File: config.mk
export PLATFORM = sky130hd
export DESIGN_NAME = conv_enc_k3
export DESIGN_NICKNAME = d
export VERILOG_FILES = /design/src/rtl/conv_enc_k3.sv
export SDC_FILE = /design/constraint.sdc
export NUM_CORES = 1
export LEC_CHECK = 0
export CAP_MARGIN = 0
export CORE_AREA = 2 2 39 41
export DETAILED_ROUTE_END_ITERATION = 10
export DIE_AREA = 0 0 41 43
export GPL_ROUTABILITY_DRIVEN = 0
export SETUP_SLACK_MARGIN = 0.3
export SLEW_MARGIN = 20
export SYNTH_ARGS = -nofsm -noshare
export SYNTH_HDL_FRONTEND = slang
export SYNTH_SLANG_ARGS = --single-unit
File: constraint.sdc
create_clock -name clk -period 1.5 [get_ports clk]
set_clock_uncertainty 0.05 [all_clocks]
set_input_delay 0.225 -clock clk [delete_from_list [all_inputs] [get_ports clk]]
set_output_delay 0.225 -clock clk [all_outputs]
set_load 0.1 [all_outputs]
File: src/rtl/conv_enc_k3.sv
// -----------------------------------------------------------------------------
// conv_enc_k3 - rate-1/2, constraint-length-3 convolutional encoder.
//
// Takes a serial information bit stream in frames of FRAME_LEN bits and emits
// one 2-bit code symbol per encoded bit through a single registered output
// stage. Both sides use valid/ready handshakes.
//
// Build option (macro TAIL_FLUSH_EN):
//   defined     - zero-tail termination: two extra symbols per frame encode
//                 b=0 so the trellis ends in state 0; out_last marks the
//                 second tail symbol.
//   not defined - truncated mode: no tail; out_last marks the symbol of the
//                 final information bit and the state is cleared on that edge.
//
// Parameters:
//   FRAME_LEN  information bits per frame (2..1023)
//   G0         generator for out_sym[1] (bit 2: new bit, bit 1: s[1], bit 0: s[0])
//   G1         generator for out_sym[0] (same tap order)
//
// Ports:
//   clk        clock, rising edge
//   reset      synchronous, active-high
//   in_bit     information bit
//   in_valid   in_bit is valid
//   in_ready   encoder accepts in_bit this cycle (0 while reset is high)
//   out_sym    code symbol {c0,c1}
//   out_valid  out_sym is valid
//   out_ready  downstream accepts out_sym this cycle
//   out_last   out_sym is the final symbol of the frame
//   busy       frame in progress or output stage occupied
// -----------------------------------------------------------------------------
module conv_enc_k3 #(
  parameter int           FRAME_LEN = 16,
  parameter logic [2:0]   G0        = 3'b111,
  parameter logic [2:0]   G1        = 3'b101
) (
  input  logic       clk,
  input  logic       reset,
  input  logic       in_bit,
  input  logic       in_valid,
  output logic       in_ready,
  output logic [1:0] out_sym,
  output logic       out_valid,
  input  logic       out_ready,
  output logic       out_last,
  output logic       busy
);

  localparam int CW = $clog2(FRAME_LEN + 1);
  localparam logic [CW-1:0] LAST_IDX = CW'(FRAME_LEN - 1);

`ifdef TAIL_FLUSH_EN
  typedef enum logic {ST_DATA, ST_TAIL} state_t;
  state_t state, state_nxt;
  logic   tail_idx, tail_nxt;
`endif

  // s[1] is the most recent encoded bit, s[0] the one before it.
  logic [1:0]    s, s_nxt;
  logic [CW-1:0] cnt, cnt_nxt;

  logic       free;
  logic       ready_int;
  logic       load;
  logic       enc_b;
  logic       last_nxt;
  logic [2:0] w;
  logic [1:0] sym_nxt;

  // ---------------------------------------------------------------------------
  // Next-state / output-stage load decision
  // ---------------------------------------------------------------------------
  always_comb begin
    // NOTE: every variable gets a default first so no path can infer a latch.
    free      = !out_valid || out_ready;
    ready_int = 1'b0;
    load      = 1'b0;
    enc_b     = 1'b0;
    last_nxt  = 1'b0;
    s_nxt     = s;
    cnt_nxt   = cnt;
`ifdef TAIL_FLUSH_EN
    state_nxt = state;
    tail_nxt  = tail_idx;

    if (state == ST_TAIL) begin
      // Flush two zeros through the register; in_valid is ignored here.
      if (free) begin
        load  = 1'b1;
        enc_b = 1'b0;
        if (tail_idx) begin
          last_nxt  = 1'b1;
          s_nxt     = 2'b00;
          state_nxt = ST_DATA;
        end else begin
          tail_nxt = 1'b1;
          s_nxt    = {1'b0, s[1]};
        end
      end
    end else
`endif
    begin
      ready_int = free;
      if (in_valid && free) begin
        load  = 1'b1;
        enc_b = in_bit;
        s_nxt = {in_bit, s[1]};
        if (cnt == LAST_IDX) begin
          cnt_nxt = '0;
`ifdef TAIL_FLUSH_EN
          state_nxt = ST_TAIL;
          tail_nxt  = 1'b0;
`else
          // Truncated frame: this symbol closes it and the next frame starts
          // from state 0.
          last_nxt = 1'b1;
          s_nxt    = 2'b00;
`endif
        end else begin
          cnt_nxt = cnt + CW'(1);
        end
      end
    end

    w       = {enc_b, s};
    sym_nxt = {^(w & G0), ^(w & G1)};
  end

  assign in_ready = ready_int && !reset;

`ifdef TAIL_FLUSH_EN
  assign busy = (state == ST_TAIL) || (cnt != '0) || out_valid;
`else
  assign busy = (cnt != '0) || out_valid;
`endif

  // ---------------------------------------------------------------------------
  // State and output register
  // ---------------------------------------------------------------------------
  // NOTE: sequential state uses non-blocking assignments so every register
  // samples pre-edge values regardless of process ordering.
  always_ff @(posedge clk) begin
    if (reset) begin
      s         <= 2'b00;
      cnt       <= '0;
      out_sym   <= 2'b00;
      out_valid <= 1'b0;
      out_last  <= 1'b0;
`ifdef TAIL_FLUSH_EN
      state     <= ST_DATA;
      tail_idx  <= 1'b0;
`endif
    end else begin
      s   <= s_nxt;
      cnt <= cnt_nxt;
`ifdef TAIL_FLUSH_EN
      state    <= state_nxt;
      tail_idx <= tail_nxt;
`endif
      if (load) begin
        // A load in the same cycle as out_ready replaces the held symbol.
        out_sym   <= sym_nxt;
        out_valid <= 1'b1;
        out_last  <= last_nxt;
      end else if (out_ready) begin
        out_valid <= 1'b0;
        out_last  <= 1'b0;
      end
    end
  end

endmodule

After elaboration in Yosys (flattened, before gate mapping)
Cells that the tools add are included.

storage, ports and cells
  flip-flop bits (word level) = 11
  latch bits = 0
  RAM bits = 0
  memory bits (read-only) = 0
  bits of input ports = 5
  output and inout bits = 6
  logic and storage cells = 26
  memories = 0

operators by class
  add/sub/neg operators = 1
  multipliers = 0
  divide/modulo/power cells = 0
  order comparisons = 0
  eq/ne operators = 1
  shifts and indexed selects = 0
  mux-type cells = 9
  bitwise logic cells = 0
  reduce and logical (&&, ||, !) cells = 10

operator list
  operator                                                                count
  1-bit 2-to-1 mux                                                        7
  3-bit XOR reduction                                                     2
  5-bit by 1-bit adder with 5-bit output (second input constant)          1
  5-bit by 4-bit equality test with 1-bit output (second input constant)  1
  5-bit 2-to-1 mux                                                        1
  5-bit nonzero test                                                      1
  1-bit logical AND                                                       2
  1-bit zero test                                                         2
  1-bit logical OR                                                        2
  2-bit 2-to-1 mux                                                        1
  2-bit nonzero test                                                      1

Longest topological paths before layout
  word-level depth = 5
  depth in mapped cells = 4
  mapped depth without buffers = 4

Worst setup path after synthesis
OpenSTA, ideal clock, no wires.

  kind = register -> output
  from = reg out_valid
  to = out in_ready
  data arrival time = 2.339 ns
  data required time = 1.225 ns
  setup slack = -1.114 ns
  cell stages (with the launch flop) = 4
  path buffers = 1
  cell sequence = dfxtp_1 -> nor2b_4 -> buf_2 -> nor2_1

on the way
  cells in the longest elaborated chain, start to end = 3

ends and longest elaborated chain
  element                 line  source
  start, declared         43    output logic out_valid,
  start signal, assigned  147   out_valid <= 1'b0;
  start signal, assigned  163   out_valid <= 1'b1;
  start signal, assigned  166   out_valid <= 1'b0;
  1-bit zero test         75    free = !out_valid || out_ready;
  1-bit logical OR        75
  1-bit logical AND       129   assign in_ready = ready_int && !reset;
  end, declared           41    output logic in_ready,

No other way between the ends.

Worst setup path after layout
  from = reg cnt[4]
  to = out busy

on the way
  cells in the longest elaborated chain, start to end = 2

ends and longest elaborated chain
  element                 line  source
  start, declared         60    logic [CW-1:0] cnt, cnt_nxt;
  start signal, assigned  155   cnt <= cnt_nxt;
  5-bit nonzero test      134   assign busy = (cnt != '0) || out_valid;
  1-bit logical OR        134
  end, declared           46    output logic busy

No other way between the ends.

==> results.cfg <==
[clock_network]
numCtsBuffers = 3
clock_latency_ns = 0.27
clkTransAtPathRegs_ns = 0.07
cts-root-buf = clkbuf_4
cts.sinks = 11
ctsHoldBuffers = 0
htreeDepth = 1
cts_tree = yes
cts_buffer_depth = 2

[setup_path]
worstPathRequired_ns = 1.22
setup.worst_path.start = cnt[4]$_SDFFE_PP0P_
crit_path_end = busy
cp_max_fo = 2
ff2ff_path_depth = 4
critPathKind = flip-flop to output pin
end_kind = output pin
regToRegEndpoint = cnt[2]$_SDFFE_PP0P_
cp-start-kind = flip-flop
rr_startpoint = cnt[0]$_SDFFE_PP0P_
arrival_ns = 1.16
ff2ff_setup_slack_ns = 0.18

[synthesis]
synth_mux_area_frac = 0
seq_area_frac_synth = 0.418
syn_inst = 61
synth_area_um2 = 527
syn_nets = 68
synth_top_family_by_area = compound AO/OA/AOI/OAI gates
synth_compound_gate_area_share = 0.233
yosysTopAreaCellShare = 0.418
yosys_warnings = 0
synth_area_leaders = dfxtp_1, a21oi_1, ha_1
synth_simple_gate_area_frac = 0.200
synth_xor_area_frac = 0.0333
ys_types = 28
synth_adder_area_share = 0.0475
avgSynthCellArea_um2 = 8.64
yosys.area.top_type = dfxtp_1
synth-seq-cells = 11

[placement]
dp_cells = 91
place_area_um2 = 778
dp_hpwl_um = 933
dpl_worst_slack_ns = -0.0306
numPortBuffers = 10

[cells_and_area]
nFillCells = 110
stdcell_count = 101
finish.instance_area_um2 = 942
final_common_cell = buf_4
area_growth_pct = 78.9
mostFrequentLayoutCells = buf_4, a21oi_1, buf_12, inv_1, dfxtp_2
drive_gt1_frac = 0.553
final_nets = 93
num_antenna_cells = 0

[sta]
finalCritPeriodShare = 0.958
fin_ws_ns = 0.0635
relSlewSlack = 0.776
hold_viol_final = 0
rsz0062_at_grt = true
period_needed_ns = 1.44
worstMarginPinSlew_ns = 0.336
maxSlewViolCount = 0
fmax_mhz = 696
setup_viol = 0

[floorplanning]
fp-row-count = 14
core_area_mm2 = 0.00138
fp.dieH_um = 43
ioPinCount = 11
die_area_mm2 = 0.00176
die_w_um = 41
initial_core_util = 0.381

[pwr]
leakage_nw = 0.365
power_density_mw_per_mm2 = 818
ir_drop_v = 0.000628

[grt]
grt_overflow_total = 0
grt_pass1_wl_um = 2050
grt_pass1_vias = 491
antenna_found_initial = 0
globalRouteTotalUtil = 0.177
grt_start_max_net_pins = 9

[drt]
dr_total_vias = 533
drc = 0
wl_um = 1350
first_iter_violations = 1
via_per_inst = 5.28
drt_first_pass_iters = 2
ant_nets = 0
routedWlPerCell_um = 13.4

[hold_path]
hold_path.class = input port to flip-flop

[job]
cap_violations = 0

[outcome]
status = finished clean
==> power breakdown <==
part	leakage, nW	internal (mW)	switching (mW)	total (mW)
Combinational	0.255	0.101	0.150	0.250
Clock	0.0150	0.103	0.0987	0.202
Sequential	0.0948	0.303	0.0156	0.319
==> cells in the mapped netlist <==
cell,count
a211oi_1,1
a21oi_1,8
a311oi_1,1
a41oi_1,1
buf_2,2
clkbuf_1,1
dfxtp_1,11
ha_1,2
inv_1,5
inv_2,1
nand2_1,2
nand2b_1,2
nand3_1,2
nand4_1,3
nand4b_1,1
nor2_1,2
nor2b_1,1
nor2b_4,1
nor4_1,1
o211ai_1,1
o21ai_0,5
o31a_1,1
o31ai_1,1
o41ai_1,1
or3_1,1
or4_1,1
xnor2_1,1
xor2_1,1
==> layer usage <==
metal / wire [µm] / global-route usage / share of wire
met5: 0 / 0 / 0
met4: 37 / 0.133 / 0.027
met3: 33 / 0.0524 / 0.024
met2: 678 / 0.253 / 0.50
met1: 604 / 0.212 / 0.45
==> repair_timing <==
item,CTS,global route
setup endpoints to repair,6,9
pin swaps,5,5
setup buffers,3,3
gates resized for setup,9,17
==> worst min path at each step <==
| stage | startpoint | end | slack (ns) | cells past startpoint |
|---|---|---|---|---|
| 2_1_floorplan | reset | out_sym[1]$_SDFFE_PP0P_ | 0.27 | 1 |
| 4_1_cts | reset | s[1]$_SDFFE_PP0P_ | 0.38 | 2 |
| 3_5_place_dp | cnt[4]$_SDFFE_PP0P_ | cnt[4]$_SDFFE_PP0P_ | 0.43 | 2 |
| 5_1_grt | reset | s[0]$_SDFFE_PP0P_ | 0.46 | 2 |
| 3_3_place_gp | cnt[4]$_SDFFE_PP0P_ | cnt[4]$_SDFFE_PP0P_ | 0.40 | 2 |
| 6_report | reset | s[1]$_SDFFE_PP0P_ | 0.42 | 2 |
==> metrics by stage <==
step                      setup TNS, ns  hold WS (ns)  utilization  power (mW)
after floorplan                       0         0.271            -       0.463
after global placement          -0.0439         0.402        0.562       0.552
after detailed placement        -0.0689         0.425        0.562       0.552
after CTS                             0         0.375        0.614       0.758
after global routing                  0         0.456        0.681       0.807
final                                 0         0.420        0.681       0.771
==> state kept, by name, summed over array words and instances, names as in the netlist <==
register,cells
out_last,1
cnt,5
out_sym,2
out_valid,1
s,2
==> logic make-up (layout without fill, tap and decap cells) <==
| group | after synthesis | count (layout) |
|---|---|---|
| xor+xnor | 2 | 2 |
| flops | 11 | 11 |
| fa+ha+maj | 2 | 2 |
| compound gates | 20 | 20 |
| buf+inv | 9 | 33 |
| simple gates | 17 | 17 |
==> layout make-up <==
type	instances	area, µm²	area share
Timing Repair Buffer	23	270	0.287
Inverter	6	22.5	0.0239
Multi-Input combinational cell	41	362	0.384
Tap cell	16	20.0	0.0212
Sequential cell	11	241	0.256
Clock buffer	4	26.3	0.0279
==> critical path, cell delays in order (launching register included) <==
cell and delay (ns):
dfxtp_2 0.34, nor4_4 0.29, nand2_2 0.10, buf_12 0.17
(Power assumes the default switching activity.)
==> edit 1 (same settings) <==
Change the parameter `FRAME_LEN` from 16 to 32.
--- a/src/rtl/conv_enc_k3.sv
+++ b/src/rtl/conv_enc_k3.sv
@@ -32,3 +32,3 @@
 module conv_enc_k3 #(
-  parameter int           FRAME_LEN = 16,
+  parameter int           FRAME_LEN = 32,
   parameter logic [2:0]   G0        = 3'b111,
Check against the original RTL: no difference found for any inputs over 10 cycles, from zero or initial values and one cycle with reset high; that may be too few to reach the edited logic, so the function may still have changed.
==> edit 1 against the original RTL <==
- final area increased by 26%
- clock power increased by 31%
- sequential cell count increased by 1
- routed wire length increased by 46%
- the run now ends with negative setup slack left
- power increased by 15%
- non-clock buffer count increased by 4
- area after synthesis increased by 18%
- setup slack got worse by 0.089 ns
==> edit 1: results (changes against the original RTL) <==
| Metric | Value |
|---|---|
| DR vias | `672 (+26%)` |
| TNS Setup | `-0.0259 ns (-0.0259 ns)` |
| Hold_ws | `0.451 ns (+0.0304 ns)` |
| Non-CTS buffers | `27 (+17%)` |
| Hold Crit Class | `register to register` |
| Finished Layout Cells | `115 (+14%)` |
| Post-Syn Nets | `78 (+15%)` |
| DR pass1 iterations | `4 (+2)` |
| Post-Syn Instances | `71 (+16%)` |
| Clock-pin slew on the worst setup and hold paths | `0.09 ns (+0.02 ns)` |
| CP Launch Point | `cnt[0]` |
| Crit path largest cell delay | `0.39 ns (+0.05 ns)` |
| Critical path arrival | `1.25 ns (+0.09 ns)` |
| Setup WS pre-CTS | `-0.121 ns (-0.0900 ns)` |
| Layout cells sized above 1 | `63.6% (+8.3 points)` |
| Flip-flop and latch count after synthesis | `12 (+1)` |
| End of the worst hold path | `s[0]` |
| Placed cell count | `102 (+12%)` |
| Most common library cells after synthesis | `dfxtp_1, a21oi_1, o21ai_0` |
| Hold_sp | `s[0]` |
| Worst setup margin | `-0.0259 ns (-0.0894 ns)` |
| Crit Path Max Fanout | `5 (+3)` |
| Seq pwr | `345 µW (+8.2%)` |
| Leak | `0.431 nW (+18%)` |
| Later-pin clock latency in the skew report | `0.28 ns` |
| Clk_buf instances | `4 (unchanged)` |
| Multi-input gate area in the final layout | `500 µm² (+38%)` |
| R2r endpoint | `cnt[2]` |
| Largest cells by area after synthesis | `dfxtp_1, a21oi_1, o21ai_0` |
| HPWL after DPL | `1.02 mm (+9.7%)` |
| Fraction of area in registers | `22.4% (-3.3 points)` |
| Reg2reg setup slack | `0.06 ns (-0.12 ns)` |
| Clock share of power | `29.8% (+3.6 points)` |
| Clock network area share | `3.05% (+0.26 points)` |
| First-pass GRT wire length | `2.64 mm (+29%)` |
| Worst-margin pin slew | `0.254 ns (-0.0817 ns)` |
| Vias in the first global route | `608 (+24%)` |
| Final-layout fill cell count | `68 (-38%)` |
| Layout Nets | `107 (+15%)` |
| Buffer share of cell area | `28.6% (-0.11 points)` |
| Reg2reg start | `cnt[1]` |
| GRT Total Usage | `22.1% (+4.3 points)` |
| Switching share of power | `34.0% (-0.26 points)` |
| Kind of cell adding the most delay to the critical path | `flip-flops` |
| Slowest-stage cell, CP | `dfxtp_4` |
| Outcome | `finished with violations` |
| P per Cell Area | `746 nW/µm² (-8.8%)` |
| Peak supply drop | `0.581 mV (-7.6%)` |
| DRT iter0 DRCs | `21 (+20)` |
| WL final | `1.98 mm (+46%)` |
| Total power | `889 µW (+15%)` |
| # setup viols final | `1 (+1)` |
| Placed Area | `903 µm² (+16%)` |
| Failing checks | `negative setup slack` |
==> edit 1: cell types whose count changed in the layout (fill, tap and decap cells not counted), sizes merged, moves of 2 or more <==
cell     delta
mux2        +2
nand4       -3
o2111ai     +3
nor4        +2
nor2b       +2
buf         +4
==> edit 1: kinds of logic after synthesis <==
family	after synthesis	share of synthesized area (%)
compound gates	23	23.3
xor+xnor	2	2.82
fa+ha+maj	2	4.02
buf+inv	9	6.64
flops	12	38.6
mux	2	3.62
simple gates	21	20.9
==> edit 1: timing repair <==
action | CTS | global route
endpoints found under the setup margin | 12 | 14
cloned | 0 | 0
pin swaps | 15 | 9
setup buffers | 8 | 1
gates resized for setup | 31 | 13
==> edit 1: layer usage <==
layer | vias up | global-route usage (%) | share of wire, %
met5 | - | 0 | 0
met4 | 0 | 10.0 | 1.2
met3 | 4 | 3.14 | 3.1
met2 | 13 | 34.4 | 53
met1 | 334 | 28.6 | 43
li1 | 321 | - | -
==> edit 2 (config.mk and constraints unchanged) <==
Made on the original files. One comparison of `cnt` changes from == to >=.
--- a/src/rtl/conv_enc_k3.sv
+++ b/src/rtl/conv_enc_k3.sv
@@ -107,3 +107,3 @@
         s_nxt = {in_bit, s[1]};
-        if (cnt == LAST_IDX) begin
+        if (cnt >= LAST_IDX) begin
           cnt_nxt = '0;
Behaviour: no difference found for any inputs over 10 cycles, from zero or initial values and one cycle with reset high; that may be too few to reach the edited logic, so the function may still have changed.
==> edit 2 against the original RTL <==
- die area stayed put
- critical path type unchanged
- power up 4.3%
- final area decreased by 1.2%
- synthesized cell count is 3.3% higher
- area after synthesis up 0.95%
- sequential cell count unchanged
- the flow now finishes with violations (negative setup slack)
- setup slack got worse by 0.064 ns
- routed wire length grew 2.4%
==> edit 2: results (changes against the original RTL) <==
| Metric | Value |
|---|---|
| Outcome | `finished with violations` |
| Failing checks | `negative setup slack` |
| Layout cells sized above 1 | `48.3% (-7.0 points)` |
| Worst setup margin | `-0.000228 ns (-0.0637 ns)` |
| Avg Inst Size Synth | `8.44 µm² (-2.3%)` |
| GRT Total Usage | `18.2% (+0.50 points)` |
| First-pass GRT wire length | `2.08 mm (+1.7%)` |
| Synth unique cells | `22 (-21%)` |
| Slew Limit Headroom | `84.8% (+7.2 points)` |
| Hold_ws | `0.416 ns (-0.00416 ns)` |
| Placed Area | `815 µm² (+4.7%)` |
| Most common library cells after synthesis | `dfxtp_1, nand2_1, a21oi_1` |
| Placed cell count | `93 (+2.2%)` |
| Finished Layout Cells | `103 (+2.0%)` |
| Largest net degree at the start of global routing | `12 (+3)` |
| Seq/Total Area, Yosys | `41.4% (-0.39 points)` |
| # setup viols final | `1 (+1)` |
| Leak | `0.354 nW (-3.0%)` |
| Adder-cell area share of the yosys netlist | `7.06% (+2.3 points)` |
| Gate power share | `33.2% (+0.7 points)` |
| TNS Setup | `-0.000228 ns (-0.000228 ns)` |
| DR pass1 iterations | `5 (+3)` |
| Largest cells by area after synthesis | `dfxtp_1, ha_1, a21oi_1` |
| Sequential Power Share | `40.0% (-1.4 points)` |
| Final-layout fill cell count | `112 (+1.8%)` |
| Setup WS pre-CTS | `-0.0332 ns (-0.00261 ns)` |
| DR vias | `542 (+1.7%)` |
| Kind of cell adding the most delay to the critical path | `flip-flops` |
| Post-Syn Nets | `71 (+4.4%)` |
| Multi-input gate area in the final layout | `395 µm² (+9.3%)` |
edit 2: worst paths after layout:
path              startpoint         to  depth (start not counted)
setup reg to reg      cnt[1]     cnt[2]                          7
hold / removal     out_ready  out_valid                          4
setup / recovery      cnt[1]       busy                          5
hold reg to reg         s[0]       s[0]                          2
edit 2: metal layers:
layer | global-route usage [%] | up-vias | share of wire [%]
li1 | - | 270 | -
met1 | 21.9 | 249 | 41
met2 | 28.1 | 16 | 52
met3 | 4.71 | 7 | 4.2
met4 | 10.0 | 0 | 2.3
met5 | 0 | - | 0
edit 2: layout make-up:
type                       count  area share, %
clock buffer                   4           2.82
inverter                       3           1.21
multi-input combinational     48           42.5
sequential                    11           24.6
tap                           16           2.15
timing repair buffer          21           26.7
edit 2: what timing repair did:
action / 4_1_cts / 5_1_grt
gates cloned: 1 / 1
buffers inserted: 3 / 1
endpoints found under the setup margin: 10 / 13
pin swaps: 5 / 3
gates resized for setup: 10 / 3
